<file path="src/rtl/fetch_stage.sv">
// fetch_stage: single-outstanding instruction fetch FSM between a PLL-clocked core and instruction memory
//   clk, reset            : rising-edge clock, synchronous active-high reset
//   lock                  : PLL locked; fetch idles while low
//   imem_req/imem_addr    : one-cycle read request and its address
//   imem_valid/imem_rdata : read response strobe and data
//   out_valid/out_ready   : fetched-instruction handshake to the datapath
//   out_inst/out_pc       : fetched word and its address
//   redirect/redirect_pc  : taken branch/jump and its target
module fetch_stage #(
  parameter int ADDR_W = 32,
  parameter int DATA_W = 32,
  parameter logic [ADDR_W-1:0] RESET_PC = 32'h0000_0000
) (
  input  logic              clk,
  input  logic              reset,
  input  logic              lock,
  output logic              imem_req,
  output logic [ADDR_W-1:0] imem_addr,
  input  logic              imem_valid,
  input  logic [DATA_W-1:0] imem_rdata,
  output logic              out_valid,
  input  logic              out_ready,
  output logic [DATA_W-1:0] out_inst,
  output logic [ADDR_W-1:0] out_pc,
  input  logic              redirect,
  input  logic [ADDR_W-1:0] redirect_pc
);
  typedef enum logic [1:0] {IDLE, REQ, WAIT, HOLD} state_t;
  state_t state, state_n;
  logic [ADDR_W-1:0] pc, pc_n, out_pc_n, target;
  logic [DATA_W-1:0] out_inst_n;
  logic discard, discard_n;
  assign target = {redirect_pc[ADDR_W-1:2], 2'b00};
  assign imem_req = state == REQ;
  assign imem_addr = imem_req ? pc : '0;
  assign out_valid = state == HOLD;
  always_ff @(posedge clk) begin
    if (reset) begin
      state <= IDLE;
      pc <= RESET_PC;
      discard <= 1'b0;
      out_inst <= '0;
      out_pc <= '0;
    end else begin
      state <= state_n;
      pc <= pc_n;
      discard <= discard_n;
      out_inst <= out_inst_n;
      out_pc <= out_pc_n;
    end
  end
  // discard marks an in-flight response made stale by a redirect
  always_comb begin
    state_n = state;
    pc_n = pc;
    discard_n = discard;
    out_inst_n = out_inst;
    out_pc_n = out_pc;
    if (!lock) begin
      state_n = IDLE;
      pc_n = RESET_PC;
      discard_n = 1'b0;
    end else begin
      case (state)
        IDLE: state_n = REQ;
        REQ: begin
          state_n = WAIT;
          pc_n = redirect ? target : pc;
          discard_n = redirect;
        end
        WAIT: begin
          if (redirect) begin
            pc_n = target;
            state_n = imem_valid ? REQ : WAIT;
            discard_n = !imem_valid;
          end else if (imem_valid && discard) begin
            discard_n = 1'b0;
            state_n = REQ;
          end else if (imem_valid) begin
            out_inst_n = imem_rdata;
            out_pc_n = pc;
            pc_n = pc + ADDR_W'(4);
            state_n = HOLD;
          end
        end
        HOLD: begin
          pc_n = redirect ? target : pc;
          state_n = (redirect || out_ready) ? REQ : HOLD;
        end
        default: state_n = IDLE;
      endcase
    end
  end
endmodule

</file>
<file path="config.mk">
export PLATFORM = sky130hd
export DESIGN_NAME = fetch_stage
export DESIGN_NICKNAME = d
export VERILOG_FILES = /design/src/rtl/fetch_stage.sv
export SDC_FILE = /design/constraint.sdc
export NUM_CORES = 1
export LEC_CHECK = 0
export ABC_AREA = 1
export CORE_MARGIN = 2
export CORE_UTILIZATION = 35
export CTS_CLUSTER_SIZE = 10
export DETAILED_ROUTE_END_ITERATION = 16
export HOLD_SLACK_MARGIN = 0.03
export PLACE_DENSITY = 0.65
export SLEW_MARGIN = 40
export SYNTH_ARGS = -nofsm -noshare
export SYNTH_HDL_FRONTEND = slang
export SYNTH_SLANG_ARGS = --single-unit
</file>
<file path="constraint.sdc">
create_clock -name clk -period 2 [get_ports clk]
set_clock_uncertainty 0.1 [all_clocks]
set_input_delay 0.6 -clock clk [delete_from_list [all_inputs] [get_ports clk]]
set_output_delay 0.6 -clock clk [all_outputs]
set_load 0.01 [all_outputs]
</file>
Word level (Yosys, flattened, before mapping)
Cells that the tools add are included.
W data, S select, Z words.
{"block": "classes", "eq_ne": 8, "add_sub_neg": 1, "bitwise_logic": 3, "muxes": 15, "reduce_logical": 11}
{"op": "$mux W32", "n": 5}
{"op": "$pmux W32 S2", "n": 1}
{"op": "$add A32 B3 Y32 const B", "n": 1}
{"op": "$mux W2", "n": 5}
{"op": "$ne A3 B3 Y1 const B", "n": 3}
{"op": "$pmux W2 S4", "n": 1}
{"op": "$reduce_and A5 Y1", "n": 1}
{"op": "$eq A2 B2 Y1 const B", "n": 2}
{"op": "$ne A4 B4 Y1 const B", "n": 1}
{"op": "$reduce_and A4 Y1", "n": 1}
{"op": "$reduce_bool A2 Y1", "n": 2}
{"op": "$reduce_or A2 Y1", "n": 2}
{"op": "$not A1 Y1", "n": 3}
{"op": "$eq A2 B1 Y1 const B", "n": 1}
{"op": "$logic_not A2 Y1", "n": 1}
{"op": "$mux W1", "n": 2}
{"op": "$ne A2 B1 Y1 const B", "n": 1}
{"op": "$pmux W1 S2", "n": 1}
{"op": "$reduce_and A2 Y1", "n": 1}
{"op": "$logic_and A1 B1 Y1", "n": 1}
{"op": "$logic_not A1 Y1", "n": 1}
{"op": "$logic_or A1 B1 Y1", "n": 1}
{"block": "word_totals", "input_bits": 70, "reg_bits": 99}

Logic depth before layout (Yosys ltp)
{"block": "logic_depth", "ltp_word": 5, "depth_mapped": 10, "ltp_nobuf": 10}

Least setup slack after synthesis
OpenSTA, ideal clock, no wires.
{"block": "synth_timing", "kind": "register -> output", "startpoint": "register state[0]", "endpoint": "output imem_addr[10]", "t_arrival_ns": 1.226, "stages_incl_launch_ff": 6, "required_ns": 1.300, "path_slack_ns": 0.074, "path_buffers": 1, "path_cell_list": "dfxtp_1 > inv_1 > nor2_1 > inv_1 > clkbuf_1 > nor2_1"}
{"block": "synth_between", "elab_chain_len": 2}
{"item": "from (decl)", "line_no": "29", "text": "state_t state, state_n;"}
{"item": "from (signal assigned)", "line_no": "45", "text": "state <= state_n;"}
{"item": "$eq A2 B1 Y1", "line_no": "34", "text": "assign imem_req = state == REQ;"}
{"item": "net imem_req", "line_no": "17", "text": "output logic imem_req,"}
{"item": "$mux W32", "line_no": "35", "text": "assign imem_addr = imem_req ? pc : '0;"}
{"item": "to (decl)", "line_no": "18", "text": "output logic [ADDR_W-1:0] imem_addr,"}
The timed path passes the listed nets, and every way through them passes these cells.

Final worst setup path
{"block": "layout_timing", "startpoint": "register state[0]", "endpoint": "output imem_addr[16]"}
{"block": "layout_between", "elab_chain_len": 2}
{"item": "$eq A2 B1 Y1", "line_no": "34"}
{"item": "$mux W32", "line_no": "35"}
No other way between the ends.

==> results.toml <==
[status]
status = "finished, violations left"
violations = "negative setup slack"

[drt]
avgRoutedWirePerCell_um = 14.08
drt_pass1_iterations = 5
drt-initial-drc-count = 374
num_vias = 5386
drc_errors = 0
avgViaCountPerCell = 4.725
routed_wl_um = 16050
drtAntennaViolNets = 0

[power]
p_total_uw = 4339
p_sw_uw = 1083
intPower_uw = 3256
peakVddDrop_mv = 0.4462
p_clk_share_pct = 41.1
p_comb_share_pct = 14.3
p_sw_share_pct = 24.96
p_leak_uw = 0.002908
seq_power_share_pct = 44.6
p_per_area_mw_per_mm2 = 572.4

[worst_setup_path]
worstSetupStartpointType = "flop"
cp.arrival_ps = 1400
rrSetupSlack_ps = 200
end_kind = "output port"
path_class = "flop to output port"
ff2ff_path_depth = 9
rr_startpoint = "pc[3]"
worstPathRequired_ps = 1300
reg2reg_to = "pc[30]"
path_max_fanout = 7

[die]
die_area_mm2 = 0.01463
io_pins = 168
die_height_um = 120.9
core-area_mm2 = 0.01330
fp-row-count = 42
floorplan.initialDensity_pct = 36.00
die_w_um = 120.9

[final_layout]
utilization_pct = 57.01
finalNonFillerCells = 1140
final_layout_size_suffix_gt1_share_pct = 20.95
num-fill-cells = 1324
fin_nets = 1030
area_growth_syn_to_layout_pct = 58.38
num_antenna_cells = 0

[place]
port_buffers = 161
gp_congestion = 0.9645
dp_hpwl_um = 12080
dp_cells = 1118

[logic_synthesis]
synth-seq-cells = 95
synthTopCellsByArea = "dfxtp_1 40%, nor2_1 14%, nand2_1 12%"
ys_seq_area_share_pct = 39.74
synthDistinctLibCells = 28
synth_top_cell_area_share_pct = 39.74
synth_area_leader_cell = "dfxtp_1"
ys_warn_count = 0
synth_area_mm2 = 0.004786
synth_cells = 736
avgSynthCellArea_um2 = 6.503

[cts]
clock_sinks = 95
root_buffer = "clkbuf_16"
cts_buffers = 9
htree_num_levels = 3
cts_tree = "done"
clk_pin_slew_ps = 60
clk_latency_ps = 350
clk_path_buf_depth = 2
hold_buffers = 0

[sta]
finalSetupViolCount = 18
finalSetupTns_ps = -1384
fin_crit_ps = 2101
layout_setup_ws_ps = -101.4
clock.fmax_mhz = 475.9
rsz0062_at_grt = "yes"
timing.hold.ws_ps = 364.0
hold_viol = 0
drv_slew = 0
fin_crit_sh_pct = 105.1

[worst_hold_path]
hp-class = "flop to flop"
hold_depth = 2
hold_end = "discard"
worstHoldStart = "discard"

[global_route]
grt_antenna_before_repair = 0
grt_overflow = 0
track_usage_pct = 22.16
grt_pass1_wl_um = 25500
grt_max_degree = 47
grt_pass1_vias = 5101

[job]
drv_cap = 0
-- through the flow --
step | area (µm²) | worst slack (ps)
after global routing | 7580 | -163.2
after floorplan | 4797 | 73.68
after detailed placement | 7084 | -286.4
final | 7580 | -101.4
after global placement | 7084 | -259.1
after CTS | 7341 | -117.9
-- metal layers --
metal	wire length [µm]	part of all wire, %	track usage (%)
met1	7512	47	30.12
met2	6953	43	34.20
met3	1206	7.5	4.276
met4	376	2.3	9.448
met5	0	0	0
-- cell usage after synthesis --
cell type and number:
nor2_2 4, nor3_1 2, o31ai_1 1, a21oi_2 20
nor2_1 177, buf_4 9, nand3_1 33, nand4_1 5
ha_1 1, conb_1 1, o21ai_1 22, a31oi_1 2
inv_1 56, nand3_2 1, a21oi_1 44, o211a_1 1
nand2_1 158, buf_2 9, xor2_1 1, o22ai_1 1
nor2_4 2, nand2_2 2, inv_2 4, buf_6 6
clkbuf_1 15, or2_2 1, o21ai_0 63, dfxtp_1 95
-- cell type report --
class / instances / area, µm² / share of cell area [%]
Tap cell: 176 / 220.2 / 2.905
Clock inverter: 6 / 68.82 / 0.9079
Inverter: 60 / 229.0 / 3.021
Clock buffer: 10 / 239.0 / 3.153
Multi-Input combinational cell: 545 / 2584 / 34.09
Timing Repair Buffer: 248 / 2336 / 30.82
Sequential cell: 95 / 1903 / 25.11
-- worst max-delay path: stages (launching register included) --
cell       delay (ps)
dfxtp_2           340
inv_2              50
nor2_4             80
inv_2              70
buf_12            130
clkbuf_16         160
nor2_2             80
buf_2             150
-- power groups by stage --
stage | clock [µW] | combinational (µW) | sequential [µW]
6_report | 1780 | 621 | 1930
5_1_grt | 1910 | 682 | 1940
4_1_cts | 1820 | 587 | 1930
3_5_place_dp | 0 | 564 | 1980
3_3_place_gp | 0 | 563 | 1980
2_1_floorplan | 0 | 235 | 1980
-- cells by family after synthesis --
group                      Yosys count  synth area share [%]
other                                1               0.07836
and+or+nand+nor                    385                 32.18
adders and majority gates            1                0.2614
xor gates and xnor gates             1                0.1830
AOI/OAI and AO/OA                  154                 17.91
DFF                                 95                 39.74
buffers and inverters               99                 9.647
-- flip-flops by register name (all words and copies together), names as in the netlist --
| register | flops |
|---|---|
| out_inst | 32 |
| out_pc | 30 |
| pc | 30 |
| state | 2 |
| discard | 1 |
-- placed cells by master (no fill, tap or decap), types with 3 or more instances in the layout --
cell type and count:
o21ai_1 22, nand4_1 5, o21ai_0 63, buf_6 14, a21oi_2 20, buf_2 18
nand3_1 33, a21oi_1 44, nor2_1 147, buf_4 75, nor2_2 21, clkdlybuf4s50_1 126
nand2_1 157, inv_1 54, dlymetal6s2s_1 3, nand2_2 3, conb_1 4, nor2_4 15
dfxtp_1 94, inv_2 4, clkbuf_16 10, buf_12 8
-- how the worst max path moves through the flow --
| stage | start | end | slack [ps] | cells past startpoint |
|---|---|---|---|---|
| after CTS | state[0] | imem_addr[26] | -120 | 7 |
| after floorplan | state[0] | imem_addr[10] | 70 | 5 |
| after global routing | state[0] | imem_addr[17] | -160 | 7 |
| after global placement | redirect | pc[11] | -260 | 9 |
| final | state[0] | imem_addr[16] | -100 | 7 |
| after detailed placement | imem_valid | pc[4] | -290 | 9 |
-- what timing repair did --
item	in CTS	in global routing
setup buffers	2	2
cloned	1	1
endpoints found under the hold margin	0	0
endpoints found under the setup margin	32	52
resized for setup	139	57
pin swaps	0	5
Note: power is estimated with default switching activity, not from simulation.
